### src/rtl/adder_node_depacketizer_pkg.sv
// Shared packet layout, type encodings and NoC addresses for the adder node.
package adder_node_depacketizer_pkg;

    localparam int TYPE_POS = 46;
    localparam int DEST_HI  = 45;
    localparam int DEST_LO  = 43;
    localparam int SRC_HI   = 42;
    localparam int SRC_LO   = 40;
    localparam int DATA_HI  = 39;

    localparam logic TYPE_PSUM   = 1'b1;
    localparam logic TYPE_FILTER = 1'b0;

    localparam logic [2:0] PE0_ADDR           = 3'd3;
    localparam logic [2:0] PE1_ADDR           = 3'd1;
    localparam logic [2:0] PE2_ADDR           = 3'd0;
    localparam logic [2:0] ADDER_ADDR_DEFAULT = 3'd4;

    localparam int NUM_SRC = 3;

    typedef struct packed {
        logic       hit;
        logic [1:0] idx;
    } src_map_t;

    // Map a PE source address onto its psum queue index.
    function automatic src_map_t map_src(input logic [2:0] src);
        src_map_t m;
        m.hit = 1'b1;
        m.idx = 2'd0;
        case (src)
            PE0_ADDR: m.idx = 2'd0;
            PE1_ADDR: m.idx = 2'd1;
            PE2_ADDR: m.idx = 2'd2;
            default: begin
                m.hit = 1'b0;
                m.idx = 2'd0;
            end
        endcase
        return m;
    endfunction

endpackage

### src/rtl/adder_node_depacketizer_psum_fifo.sv
// Synchronous first-word-fall-through FIFO holding psums from one PE.
module psum_fifo #(
    parameter int  DWIDTH = 8,
    parameter int  QDEPTH = 4,
    localparam int PW     = $clog2(QDEPTH),
    localparam int CW     = PW + 1
) (
    input  logic              clk,
    input  logic              rst_n,
    input  logic              wr_en,
    input  logic [DWIDTH-1:0] wr_data,
    input  logic              rd_en,
    output logic [DWIDTH-1:0] rd_data,
    output logic              full,
    output logic              empty,
    output logic [CW-1:0]     count
);

    logic [DWIDTH-1:0] mem_r [QDEPTH];
    logic [PW-1:0]     wr_ptr_r;
    logic [PW-1:0]     rd_ptr_r;
    logic [CW-1:0]     count_r;
    logic              do_wr_s;
    logic              do_rd_s;

    assign full    = (count_r == CW'(QDEPTH));
    assign empty   = (count_r == CW'(0));
    assign count   = count_r;
    assign rd_data = mem_r[rd_ptr_r];
    assign do_rd_s = rd_en && !empty;
    assign do_wr_s = wr_en && (!full || do_rd_s);

    // Storage array; contents are don't-care while the pointers say empty.
    always_ff @(posedge clk) begin
        if (do_wr_s) begin
            mem_r[wr_ptr_r] <= wr_data;
        end
    end

    // Pointer and occupancy tracking.
    always_ff @(posedge clk or negedge rst_n) begin
        if (!rst_n) begin
            wr_ptr_r <= PW'(0);
            rd_ptr_r <= PW'(0);
            count_r  <= CW'(0);
        end else begin
            if (do_wr_s) wr_ptr_r <= wr_ptr_r + PW'(1);
            if (do_rd_s) rd_ptr_r <= rd_ptr_r + PW'(1);
            case ({do_wr_s, do_rd_s})
                2'b10:   count_r <= count_r + CW'(1);
                2'b01:   count_r <= count_r - CW'(1);
                default: count_r <= count_r;
            endcase
        end
    end

endmodule

### src/rtl/adder_node_depacketizer.sv
// Adder node: sorts psum packets into per-PE queues, sums one psum from each
// PE per group and counts packets that are not psums addressed to this node.
module adder_node_depacketizer
    import adder_node_depacketizer_pkg::*;
#(
    parameter int         DWIDTH     = 8,
    parameter int         PWIDTH     = 47,
    parameter int         QDEPTH     = 4,
    parameter logic [2:0] ADDER_ADDR = ADDER_ADDR_DEFAULT
) (
    input  logic              clk,
    input  logic              rst_n,
    input  logic              in_valid,
    output logic              in_ready,
    input  logic [PWIDTH-1:0] in_packet,
    output logic              out_valid,
    input  logic              out_ready,
    output logic [DWIDTH+1:0] out_sum,
    output logic [7:0]        out_seq,
    output logic              err_drop,
    output logic [7:0]        drop_count
);

    localparam int CW = $clog2(QDEPTH) + 1;
    localparam int SW = DWIDTH + 2;

    src_map_t          map_s;
    logic              is_psum_s;
    logic              in_ready_s;
    logic              accept_s;
    logic              fire_s;
    logic [SW-1:0]     sum_s;
    logic              unused_data_s;

    logic              pipe_valid_r;
    logic [1:0]        pipe_idx_r;
    logic [DWIDTH-1:0] pipe_data_r;

    logic [NUM_SRC-1:0] wr_en_s;
    logic [NUM_SRC-1:0] full_s;
    logic [NUM_SRC-1:0] empty_s;
    logic [NUM_SRC-1:0] blocked_s;
    logic [DWIDTH-1:0]  rd_data_s [NUM_SRC];
    logic [CW-1:0]      count_s   [NUM_SRC];

    logic              out_valid_r;
    logic [SW-1:0]     out_sum_r;
    logic [7:0]        out_seq_r;
    logic [7:0]        grp_cnt_r;
    logic              err_drop_r;
    logic [7:0]        drop_count_r;

    assign map_s         = map_src(in_packet[SRC_HI:SRC_LO]);
    assign is_psum_s     = (in_packet[TYPE_POS] == TYPE_PSUM) &&
                           (in_packet[DEST_HI:DEST_LO] == ADDER_ADDR) && map_s.hit;
    assign unused_data_s = ^in_packet[DATA_HI:DWIDTH];

    // A queue counts as full when the staged psum still in flight will fill it.
    for (genvar q = 0; q < NUM_SRC; q++) begin : g_queue
        assign wr_en_s[q]   = pipe_valid_r && (pipe_idx_r == 2'(q));
        assign blocked_s[q] = full_s[q] || (wr_en_s[q] && (count_s[q] == CW'(QDEPTH - 1)));

        psum_fifo #(
            .DWIDTH (DWIDTH),
            .QDEPTH (QDEPTH)
        ) u_fifo (
            .clk     (clk),
            .rst_n   (rst_n),
            .wr_en   (wr_en_s[q]),
            .wr_data (pipe_data_r),
            .rd_en   (fire_s),
            .rd_data (rd_data_s[q]),
            .full    (full_s[q]),
            .empty   (empty_s[q]),
            .count   (count_s[q])
        );
    end

    // Backpressure only for a psum whose queue has no room; pops are ignored.
    always_comb begin
        in_ready_s = 1'b1;
        if (in_valid && is_psum_s && blocked_s[map_s.idx]) begin
            in_ready_s = 1'b0;
        end else begin
            in_ready_s = 1'b1;
        end
    end

    assign in_ready = in_ready_s;
    assign accept_s = in_valid && in_ready_s;
    assign fire_s   = (&(~empty_s)) && (!out_valid_r || out_ready);
    assign sum_s    = SW'(rd_data_s[0]) + SW'(rd_data_s[1]) + SW'(rd_data_s[2]);

    // Input staging register and drop accounting.
    always_ff @(posedge clk or negedge rst_n) begin
        if (!rst_n) begin
            pipe_valid_r <= 1'b0;
            pipe_idx_r   <= 2'd0;
            pipe_data_r  <= '0;
            err_drop_r   <= 1'b0;
            drop_count_r <= 8'd0;
        end else begin
            pipe_valid_r <= accept_s && is_psum_s;
            pipe_idx_r   <= map_s.idx;
            pipe_data_r  <= in_packet[DWIDTH-1:0];
            err_drop_r   <= accept_s && !is_psum_s;
            if (accept_s && !is_psum_s && (drop_count_r != 8'hFF)) begin
                drop_count_r <= drop_count_r + 8'd1;
            end
        end
    end

    // Output register: loads a new group sum whenever a group fires.
    always_ff @(posedge clk or negedge rst_n) begin
        if (!rst_n) begin
            out_valid_r <= 1'b0;
            out_sum_r   <= '0;
            out_seq_r   <= 8'd0;
            grp_cnt_r   <= 8'd0;
        end else if (fire_s) begin
            out_valid_r <= 1'b1;
            out_sum_r   <= sum_s;
            out_seq_r   <= grp_cnt_r;
            grp_cnt_r   <= grp_cnt_r + 8'd1;
        end else if (out_ready) begin
            out_valid_r <= 1'b0;
        end
    end

    assign out_valid  = out_valid_r;
    assign out_sum    = out_sum_r;
    assign out_seq    = out_seq_r;
    assign err_drop   = err_drop_r;
    assign drop_count = drop_count_r;

endmodule

### config.mk
export PLATFORM = sky130hd
export DESIGN_NAME = adder_node_depacketizer
export DESIGN_NICKNAME = d
export VERILOG_FILES = /design/src/rtl/adder_node_depacketizer_pkg.sv /design/src/rtl/adder_node_depacketizer_psum_fifo.sv /design/src/rtl/adder_node_depacketizer.sv
export SDC_FILE = /design/constraint.sdc
export NUM_CORES = 1
export LEC_CHECK = 0
export BUFFER_PORTS_ARGS = -buffer_cell sky130_fd_sc_hd__buf_2
export CAP_MARGIN = 20
export CORE_MARGIN = 8
export CORE_UTILIZATION = 59
export DETAILED_ROUTE_END_ITERATION = 6
export GPL_TIMING_DRIVEN = 0
export PLACE_DENSITY = 0.78
export SLEW_MARGIN = 20
export SYNTH_ARGS = -nofsm -noshare
export SYNTH_HDL_FRONTEND = slang
export SYNTH_SLANG_ARGS = --single-unit
### constraint.sdc
create_clock -name clk -period 7.8 [get_ports clk]
set_input_delay 0.39 -clock clk [delete_from_list [all_inputs] [get_ports clk]]
set_output_delay 0.39 -clock clk [all_outputs]
set_load 0.005 [all_outputs]
==> impl_metrics.toml, run 1 <==
[pwr]
p_per_area_nw_per_um2 = 412
peakVddDrop_uv = 208
total_power_mw = 3.36
p_leak_nw = 3.33

[route]
drtIter0Drc = 314
drtAntennaViolNets = 0
drt_first_pass_iters = 5
via_count = 3910
routed_via_density = 5.63
wl_per_cell_um = 18.4
drcViolationCount = 0
drt_wl_total_um = 12800

[timing]
skew_ns = 0.00754
drv_slew = 0
tightest_slew_ns = 0.611
setup_viol = 0
setup-tns-final_ns = 0
min_period_over_period_pct = 42.1
max_slew_margin_pct = 59.3
fin_crit_ns = 3.28
fmax_ghz = 0.305
hold_violations = 0
setup_ws_ns = 4.52
grt_setup_unrepaired = "no"
whs_ns = 0.0745

[layout]
register_area_um2 = 4580
final_cell_area_um2 = 8160
fin_util_pct = 68.8
drive_gt1_share_pct = 22.1
nNetsFinal = 622
fillers = 780
diodes = 0
multi_input_area_um2 = 2320
final_cells = 695
areaGrowthSynthToFinish_pct = 14.8

[run_status]
status = "completed"

[yosys]
synth_edf_count = 96
synthDistinctLibCells = 53
ys_seq_elements = 164
ys.flop_type = "edfxtp_1"
synth_nets = 554
syn-mean-instance-area_um2 = 15.2
netlist_instances = 467
async_flop_share_pct = 41.5
yosys_warnings = 0
ys_seq_area_share_pct = 64.5
synth_area_um2 = 7110

[die]
rows = 40
top_level_ports = 80
initial_utilization_pct = 59.9
dieArea_um2 = 15800
die_w_um = 126
chipHeight_um = 126
core-area_um2 = 11900

[global_routing]
grt_pass1_wl_um = 21000
grt_overflow = 0
grt_pass1_vias = 4154
grt_antenna_before_repair = 0
track_usage_pct = 17.4
grt_max_degree = 48

[placed_design]
dpl-instance-area_um2 = 7550
routabilityCongestion = 0.783
dpl.hpwl_um = 8920
dp_cells = 662
io_buffers = 47
place_ws_ns = 4.50

[critical_path]
crit_path_start_kind = "flop"
worstPathArrival_ns = 3.59
r2r_cells = 10
cp-end-kind = "flop"
reg2reg_from = "g_queue[0].u_fifo.rd_ptr_r[0]"
slowest_stage = "mux4_2"
cpMostUsedCell = "fa_1"
crit_chain = "buf_2 > mux4_2 > fa_1 > ha_1 > inv_1 > fa_1 > nor2b_1 > o31a_1 > o211ai_1 > a221oi_1"
cp_data_required_time_ns = 8.11
ff2ff_setup_slack_ns = 4.52
r2r-end = "out_sum[9]"
critical_path_class = "flop to flop"
critPathMaxStageDelay_ns = 0.59
crit_fanout = 10

[clock_network]
path_clk_slew_ns = 0.06
numClockSinks = 164
cts_root_buf = "clkbuf_16"
cts_made_buffers = 17
h-tree-depth = 4
cts_setup_buffers = 0
tritoncts = "done"
cts_max_path_buffers = 2
clkLatencyLatePin_ns = 0.42

[run]
max_cap_viol_count = 0

[min_path]
hold_start = "in_packet[5]"
min_path_type = "input pin to flop"
hold_end = "pipe_data_r[5]"
whs_path_depth = 1
-- layout make-up --
| cell class | instances | area share (%) |
|---|---|---|
| Clock buffer | 18 | 5.26 |
| Tap cell | 147 | 2.25 |
| Multi-Input combinational cell | 252 | 28.4 |
| Clock inverter | 14 | 1.99 |
| Sequential cell | 164 | 56.2 |
| Buffer | 11 | 0.598 |
| Inverter | 40 | 1.87 |
| Timing Repair Buffer | 49 | 3.37 |
-- Yosys cell counts (all sizes together), types with 2 or more instances --
| cell | instances | area [um2] |
|---|---|---|
| a211oi | 2 | 15.0 |
| a21o | 2 | 15.0 |
| a21oi | 5 | 25.0 |
| and2 | 13 | 81.3 |
| and3 | 6 | 37.5 |
| and4 | 2 | 17.5 |
| buf | 7 | 33.8 |
| clkbuf | 4 | 15.0 |
| dfrtp | 68 | 1700 |
| edfxtp | 96 | 2880 |
| fa | 12 | 240 |
| ha | 24 | 300 |
| inv | 40 | 153 |
| mux2 | 4 | 48.8 |
| mux2i | 3 | 30.0 |
| mux4 | 24 | 541 |
| nand2 | 48 | 180 |
| nand3 | 9 | 45.0 |
| nand3b | 2 | 15.0 |
| nand4 | 5 | 31.3 |
| nand4b | 2 | 32.5 |
| nor2 | 10 | 37.5 |
| nor2b | 2 | 12.5 |
| nor3 | 10 | 50.1 |
| o211ai | 2 | 15.0 |
| o21a | 3 | 30.0 |
| o21ai | 7 | 35.0 |
| o31ai | 2 | 28.8 |
| or2 | 2 | 12.5 |
| or3 | 3 | 18.8 |
| xnor2 | 20 | 175 |
| xor2 | 14 | 123 |
-- cells in the final DEF (no fill, tap or decap), types with 5 or more instances in the layout --
| cell | netlist | final |
|---|---|---|
| a21oi_1 | 5 | 5 |
| and2_1 | 13 | 13 |
| and3_1 | 6 | 6 |
| buf_2 | 6 | 52 |
| clkbuf_1 | 4 | 5 |
| clkbuf_16 | 0 | 17 |
| clkinvlp_4 | 0 | 5 |
| dfrtp_1 | 68 | 68 |
| edfxtp_1 | 96 | 96 |
| fa_1 | 12 | 12 |
| ha_1 | 24 | 24 |
| inv_1 | 38 | 38 |
| mux4_2 | 24 | 24 |
| nand2_1 | 48 | 48 |
| nand3_1 | 9 | 9 |
| nand4_1 | 5 | 5 |
| nor2_1 | 10 | 10 |
| nor3_1 | 10 | 10 |
| o21ai_0 | 7 | 7 |
| xnor2_1 | 20 | 20 |
| xor2_1 | 14 | 14 |
-- worst max-delay path by stage --
stage                                        from  slack, ns          to
CTS                 g_queue[0].u_fifo.rd_ptr_r[0]       4.49  out_sum[9]
floorplan           g_queue[0].u_fifo.rd_ptr_r[0]       4.82  out_sum[9]
detailed placement  g_queue[0].u_fifo.rd_ptr_r[0]       4.50  out_sum[9]
global route        g_queue[0].u_fifo.rd_ptr_r[0]       4.28  out_sum[9]
global placement    g_queue[0].u_fifo.rd_ptr_r[0]       4.56  out_sum[9]
finish              g_queue[0].u_fifo.rd_ptr_r[0]       4.52  out_sum[9]
-- worst max-delay path, delay by kind of cell, from the launching register on --
kind	cells	cell delay (ns)
AO/OA/AOI/OAI	3	0.61
adder cells (fa/ha/maj)	3	1.13
buffers and inverters	2	0.36
flip-flops	1	0.32
multiplexers	1	0.59
AND/OR/NAND/NOR	1	0.17
-- cells by family (layout without fill, tap and decap cells) --
group | Yosys count | count (layout) | synth area share (%)
AO/OA/AOI/OAI | 32 | 32 | 3.49
adder cells (fa/ha/maj) | 36 | 36 | 7.61
buffers and inverters | 51 | 132 | 2.83
flip-flops | 164 | 164 | 64.5
XOR/XNOR | 34 | 34 | 4.19
AND/OR/NAND/NOR | 119 | 119 | 8.65
multiplexers | 31 | 31 | 8.72
-- where the power goes --
group          leakage [nW]  switching, mW  internal [mW]
logic                  1.36          0.740          0.622
clock network         0.273          0.326          0.500
registers              1.70          0.112           1.06
-- sequential cells by signal, summed over array words and instances, names as in the netlist, 2 cells and up --
name and flops:
g_queue.u_fifo.mem_r 96, pipe_idx_r 2, pipe_data_r 8, grp_cnt_r 8
out_sum 10, drop_count 8, out_seq 8, g_queue.u_fifo.count 9
g_queue.u_fifo.wr_ptr_r 6, g_queue.u_fifo.rd_ptr_r 6
-- per-layer routing --
layer	share of wire, %	global-route usage (%)	up-vias
met4	1.9	7.36	0
met5	0	0	-
met1	44	21.5	1996
li1	-	-	1812
met2	50	28.6	86
met3	4.2	4.43	16
-- what timing repair did --
item	in CTS	in global routing
resized for setup	0	0
hold buffers	1	0
hold endpoints to repair	21	0
Power figures use the tool's default switching activity.
==> run 2, diff against run 1 <==
Settings changed: CORE_UTILIZATION 59 to 53, PLACE_DENSITY 0.78 to 0.74.
Clock period 7.8 ns to 2.8 ns, I/O delays scaled along.
==> run 2 against run 1 <==
Compared with the run above: the run now ends with negative setup slack left; combinational power rose to 3.8 times the previous value; sequential share of layout area decreased by 3.5 points; worst setup slack worse by 4.7 ns; critical endpoint unchanged; core utilization fell by 2.8 points; clock power increased to 2.9 times the previous value; hold slack better by 0.012 ns; clock-buffer cell count increased by 4; largest cell class unchanged; total power grew to 3.3 times the previous value; non-clock buffer count grew 31; clock skew increased by 0.0076 ns; sequential cell count stayed put.
==> impl_metrics.toml, run 2 (synthesized netlist as in run 1, its figures left out) <==
[run_status]
status = "complete, but fails checks"
violations = "negative setup slack"

[route]
drtIter0Drc = 277
via_count = 4044
drcViolationCount = 0
wl_per_cell_um = 18.0
routed_via_density = 5.36
drtAntennaViolNets = 0
drt_wl_total_um = 13600
drt_first_pass_iters = 4

[die]
die_w_um = 132
rows = 42
top_level_ports = 80
initial_utilization_pct = 53.9
core-area_um2 = 13200
chipHeight_um = 132
dieArea_um2 = 17400

[critical_path]
worstPathArrival_ns = 3.31
r2r_cells = 10
crit_path_start_kind = "flop"
worst-path-buf-inv = 2
reg2reg_from = "g_queue[2].u_fifo.rd_ptr_r[0]"
crit_fanout = 4
crit_chain = "buf_8 > mux4_2 > fa_1 > ha_2 > inv_2 > fa_2 > nor2b_4 > o31a_1 > o211ai_1 > a221oi_2"
ff2ff_setup_slack_ns = -0.17
critical_path_class = "flop to flop"
critPathMaxStageDelay_ns = 0.54
cp-end-kind = "flop"
cp_top_family = "adder cells"
cp_data_required_time_ns = 3.13
r2r-end = "out_sum[9]"
slowest_stage = "fa_1"

[timing]
tightest_slew_ns = 0.628
setup_viol = 4
min_period_over_period_pct = 106
fmax_ghz = 0.336
hold_violations = 0
skew_ns = 0.0151
whs_ns = 0.0863
setup_ws_ns = -0.175
fin_crit_ns = 2.97
drv_slew = 0
grt_setup_unrepaired = "yes"
max_slew_margin_pct = 58.1

[layout]
nNetsFinal = 653
diodes = 0
areaGrowthSynthToFinish_pct = 22.4
top_register = "g_queue.u_fifo.mem_r"
fin_util_pct = 65.9
final_cell_mix = "edfxtp_1, dfrtp_1, buf_2"
layout_commonest_cell = "edfxtp_1"
drive_gt1_share_pct = 28.8
largest_register_ffs = 96

[global_routing]
grt_antenna_before_repair = 0
grt_pass1_vias = 4295
track_usage_pct = 16.2
grt_pass1_wl_um = 21800
grt_max_degree = 51
grt_overflow = 0

[placed_design]
dpl.hpwl_um = 8830
routabilityCongestion = 0.799
io_buffers = 47
place_ws_ns = -0.391

[pwr]
p_per_area_nw_per_um2 = 1260
total_power_mw = 11.0
peakVddDrop_uv = 565
p_leak_nw = 3.54

[min_path]
min_path_type = "input pin to flop"
whs_path_depth = 3
hold_end = "pipe_idx_r[0]"
hold_start = "in_packet[42]"

[clock_network]
path_clk_slew_ns = 0.06
tritoncts = "done"
h-tree-depth = 4
cts_max_path_buffers = 2
cts_root_buf = "clkbuf_16"
cts_made_buffers = 17
clkLatencyLatePin_ns = 0.43
numClockSinks = 164

[run]
max_cap_viol_count = 0
[run 2: where the power goes]
part | internal (mW) | total, mW | switching [mW]
Sequential | 2.96 | 3.36 | 0.402
Clock | 1.51 | 2.40 | 0.893
Combinational | 2.70 | 5.22 | 2.52
[run 2: stage by stage]
stage / cell area (um2) / instances / setup TNS (ns)
floorplan: 7120 / 467 / -0.0341
global placement: 7570 / 690 / -1.18
detailed placement: 7600 / 691 / -1.20
CTS: 8510 / 744 / -0.177
global route: 8700 / 755 / -0.897
finish: 8700 / 755 / -0.618
[run 2: tightest hold or removal path: stages]
cell    delay (ns)
buf_2         0.10
nor2_1        0.07
and2_1        0.15
[run 2: worst max path at each step]
| stage | cells after the start | startpoint | endpoint |
|---|---|---|---|
| 6_report | 10 | g_queue[2].u_fifo.rd_ptr_r[0] | out_sum[9] |
| 5_1_grt | 10 | g_queue[2].u_fifo.rd_ptr_r[0] | out_sum[9] |
| 4_1_cts | 10 | g_queue[2].u_fifo.rd_ptr_r[0] | out_sum[9] |
| 3_5_place_dp | 10 | g_queue[0].u_fifo.rd_ptr_r[1] | out_sum[9] |
| 3_3_place_gp | 10 | g_queue[0].u_fifo.rd_ptr_r[1] | out_sum[9] |
| 2_1_floorplan | 10 | g_queue[0].u_fifo.rd_ptr_r[0] | out_sum[9] |
[run 2: cell type report]
type | instances | area [um2]
Timing Repair Buffer | 83 | 608
Tap cell | 176 | 220
Fill cell | 918 | 4490
Multi-Input combinational cell | 252 | 2450
Buffer | 8 | 68.8
Clock buffer | 22 | 454
Sequential cell | 164 | 4590
Clock inverter | 10 | 156
Inverter | 40 | 153
[run 2: what timing repair did]
item / 4_1_cts / 5_1_grt
endpoints found under the setup margin: 5 / 6
pin swaps: 8 / 22
gates resized for setup: 14 / 29
endpoints found under the hold margin: 79 / 0
hold buffers: 13 / 0
buffers inserted: 11 / 12
[run 2: routing by layer]
metal / global-route usage, % / share of wire (%) / vias to the layer above / wire length (um)
met1: 20.1 / 44 / 2043 / 6000
met3: 4.80 / 4.7 / 22 / 643
met4: 5.81 / 1.3 / 0 / 173
met2: 26.4 / 50 / 99 / 6790
li1: - / - / 1880 / -
met5: 0 / 0 / - / 0
==> run 3, diff against run 2 <==
Settings changed: SETUP_SLACK_MARGIN from default to 0.15.
==> run 3 against run 2 <==
Compared with the run above: the run still ends with negative setup slack left; global-route usage is essentially flat; hold slack got worse by 0.039 ns; worst setup slack lost 0.068 ns; via count up 1.3%; critical endpoint unchanged.
==> impl_metrics.toml, run 3 (synthesized netlist as in run 1, its figures left out) <==
[global_routing]
track_usage_pct = 16.2
grt_antenna_before_repair = 0
grt_max_degree = 52
grt_overflow = 0
grt_pass1_wl_um = 21800
grt_pass1_vias = 4221

[timing]
skew_ns = 0.0111
fmax_ghz = 0.329
setup_viol = 5
grt_setup_unrepaired = "yes"
whs_ns = 0.0469
hold_violations = 0
fin_crit_ns = 3.04
drv_slew = 0
max_slew_margin_pct = 56.9
setup_ws_ns = -0.243
min_period_over_period_pct = 109
tightest_slew_ns = 0.647

[critical_path]
worstPathArrival_ns = 3.35
cp_data_required_time_ns = 3.11
r2r-end = "out_sum[9]"
critical_path_class = "flop to flop"
crit_fanout = 4
r2r_cells = 10
crit_path_start_kind = "flop"
ff2ff_setup_slack_ns = -0.24
reg2reg_from = "g_queue[2].u_fifo.rd_ptr_r[0]"
cp-end-kind = "flop"

[die]
top_level_ports = 80
dieArea_um2 = 17400
initial_utilization_pct = 53.9
rows = 42
core-area_um2 = 13200
chipHeight_um = 132
die_w_um = 132

[layout]
layout_commonest_cell = "edfxtp_1"
areaGrowthSynthToFinish_pct = 23.1
largest_register_ffs = 96
final_cell_area_um2 = 8750
top_register = "g_queue.u_fifo.mem_r"
final_cell_mix = "edfxtp_1, dfrtp_1, buf_2"
drive_gt1_share_pct = 30.4
nNetsFinal = 664
diodes = 0

[clock_network]
h-tree-depth = 4
cts_made_buffers = 17
cts_root_buf = "clkbuf_16"
tritoncts = "done"
clkLatencyLatePin_ns = 0.42
path_clk_slew_ns = 0.06
numClockSinks = 164
cts_max_path_buffers = 2

[placed_design]
dpl-instance-area_um2 = 7620
io_buffers = 47
routabilityCongestion = 0.782
dpl.hpwl_um = 8860

[min_path]
hold_end = "pipe_idx_r[0]"
min_path_type = "input pin to flop"
hold_start = "in_packet[40]"
whs_path_depth = 2

[pwr]
peakVddDrop_uv = 593
p_per_area_nw_per_um2 = 1270
p_leak_nw = 3.57

[route]
drt_first_pass_iters = 4
drcViolationCount = 0
drt_wl_total_um = 13600
routed_via_density = 5.35
drtAntennaViolNets = 0
via_count = 4095
drtIter0Drc = 303
wl_per_cell_um = 17.8

[run]
max_cap_viol_count = 0

[run_status]
status = "complete, but fails checks"
violations = "negative setup slack"
run 3: cell types whose count changed in the layout (fill, tap and decap cells not counted), sizes merged:
cell and change:
dlygate4sd3 -1, clkinvlp -2, clkinv +5, buf +9
bufinv -1
run 3: layer usage:
metal,track usage [%],up-vias,routed length [um]
met1,20.2,2084,5750
li1,-,1898,-
met4,6.25,0,249
met2,26.5,94,6950
met3,4.54,19,666
met5,0,-,0
run 3: worst max-delay path, cell delays in order (launching register included):
cell and delay [ns]:
dfrtp_1 0.35, buf_8 0.12, mux4_2 0.53, fa_1 0.63, ha_4 0.16, inv_2 0.03
fa_2 0.36, nor2b_4 0.13, o31a_1 0.23, o211ai_1 0.11, a221oi_1 0.27
run 3: per-stage QoR:
step / setup TNS (ns) / std cells / power (mW) / worst slack (ns) / util (%)
after floorplan: -0.0341 / 467 / 6.22 / -0.0341 / -
after global placement: -1.10 / 690 / 7.06 / -0.375 / 57.6
after detailed placement: -1.31 / 691 / 7.24 / -0.424 / 57.8
after CTS: -0.355 / 748 / 10.4 / -0.160 / 64.9
after global routing: -1.33 / 765 / 11.8 / -0.334 / 66.3
final: -0.826 / 765 / 11.1 / -0.243 / 66.3
run 3: worst max-delay path by stage:
stage / from / endpoint / slack, ns / cells past startpoint
2_1_floorplan: g_queue[0].u_fifo.rd_ptr_r[0] / out_sum[9] / -0.03 / 10
3_3_place_gp: g_queue[0].u_fifo.rd_ptr_r[1] / out_sum[9] / -0.38 / 10
3_5_place_dp: g_queue[0].u_fifo.rd_ptr_r[1] / out_sum[9] / -0.42 / 10
4_1_cts: g_queue[0].u_fifo.rd_ptr_r[0] / out_sum[9] / -0.16 / 10
5_1_grt: g_queue[2].u_fifo.rd_ptr_r[0] / out_sum[9] / -0.33 / 10
6_report: g_queue[2].u_fifo.rd_ptr_r[0] / out_sum[9] / -0.24 / 10
run 3: timing repair:
action / CTS / global route
cloned: 0 / 0
endpoints found under the setup margin: 9 / 10
pin swaps: 16 / 14
endpoints found under the hold margin: 78 / 0
gates resized for setup: 28 / 16
hold buffers: 12 / 0
setup buffers: 14 / 17
run 3: layout make-up:
| type | instances | area, um2 |
|---|---|---|
| multi-input combinational | 252 | 2480 |
| sequential | 164 | 4590 |
| tap | 176 | 220 |
| timing repair buffer | 91 | 649 |
| inverter | 40 | 153 |
| clock buffer | 19 | 433 |
| buffer | 11 | 88.8 |
| fill | 904 | 4440 |
| clock inverter | 12 | 139 |
run 3: power by group:
part | switching, mW | total, mW | leakage, nW | internal [mW]
clock network | 0.867 | 2.25 | 0.281 | 1.38
logic | 2.69 | 5.59 | 1.60 | 2.89
registers | 0.312 | 3.27 | 1.69 | 2.96
total | 3.87 | 11.1 | 3.57 | 7.23
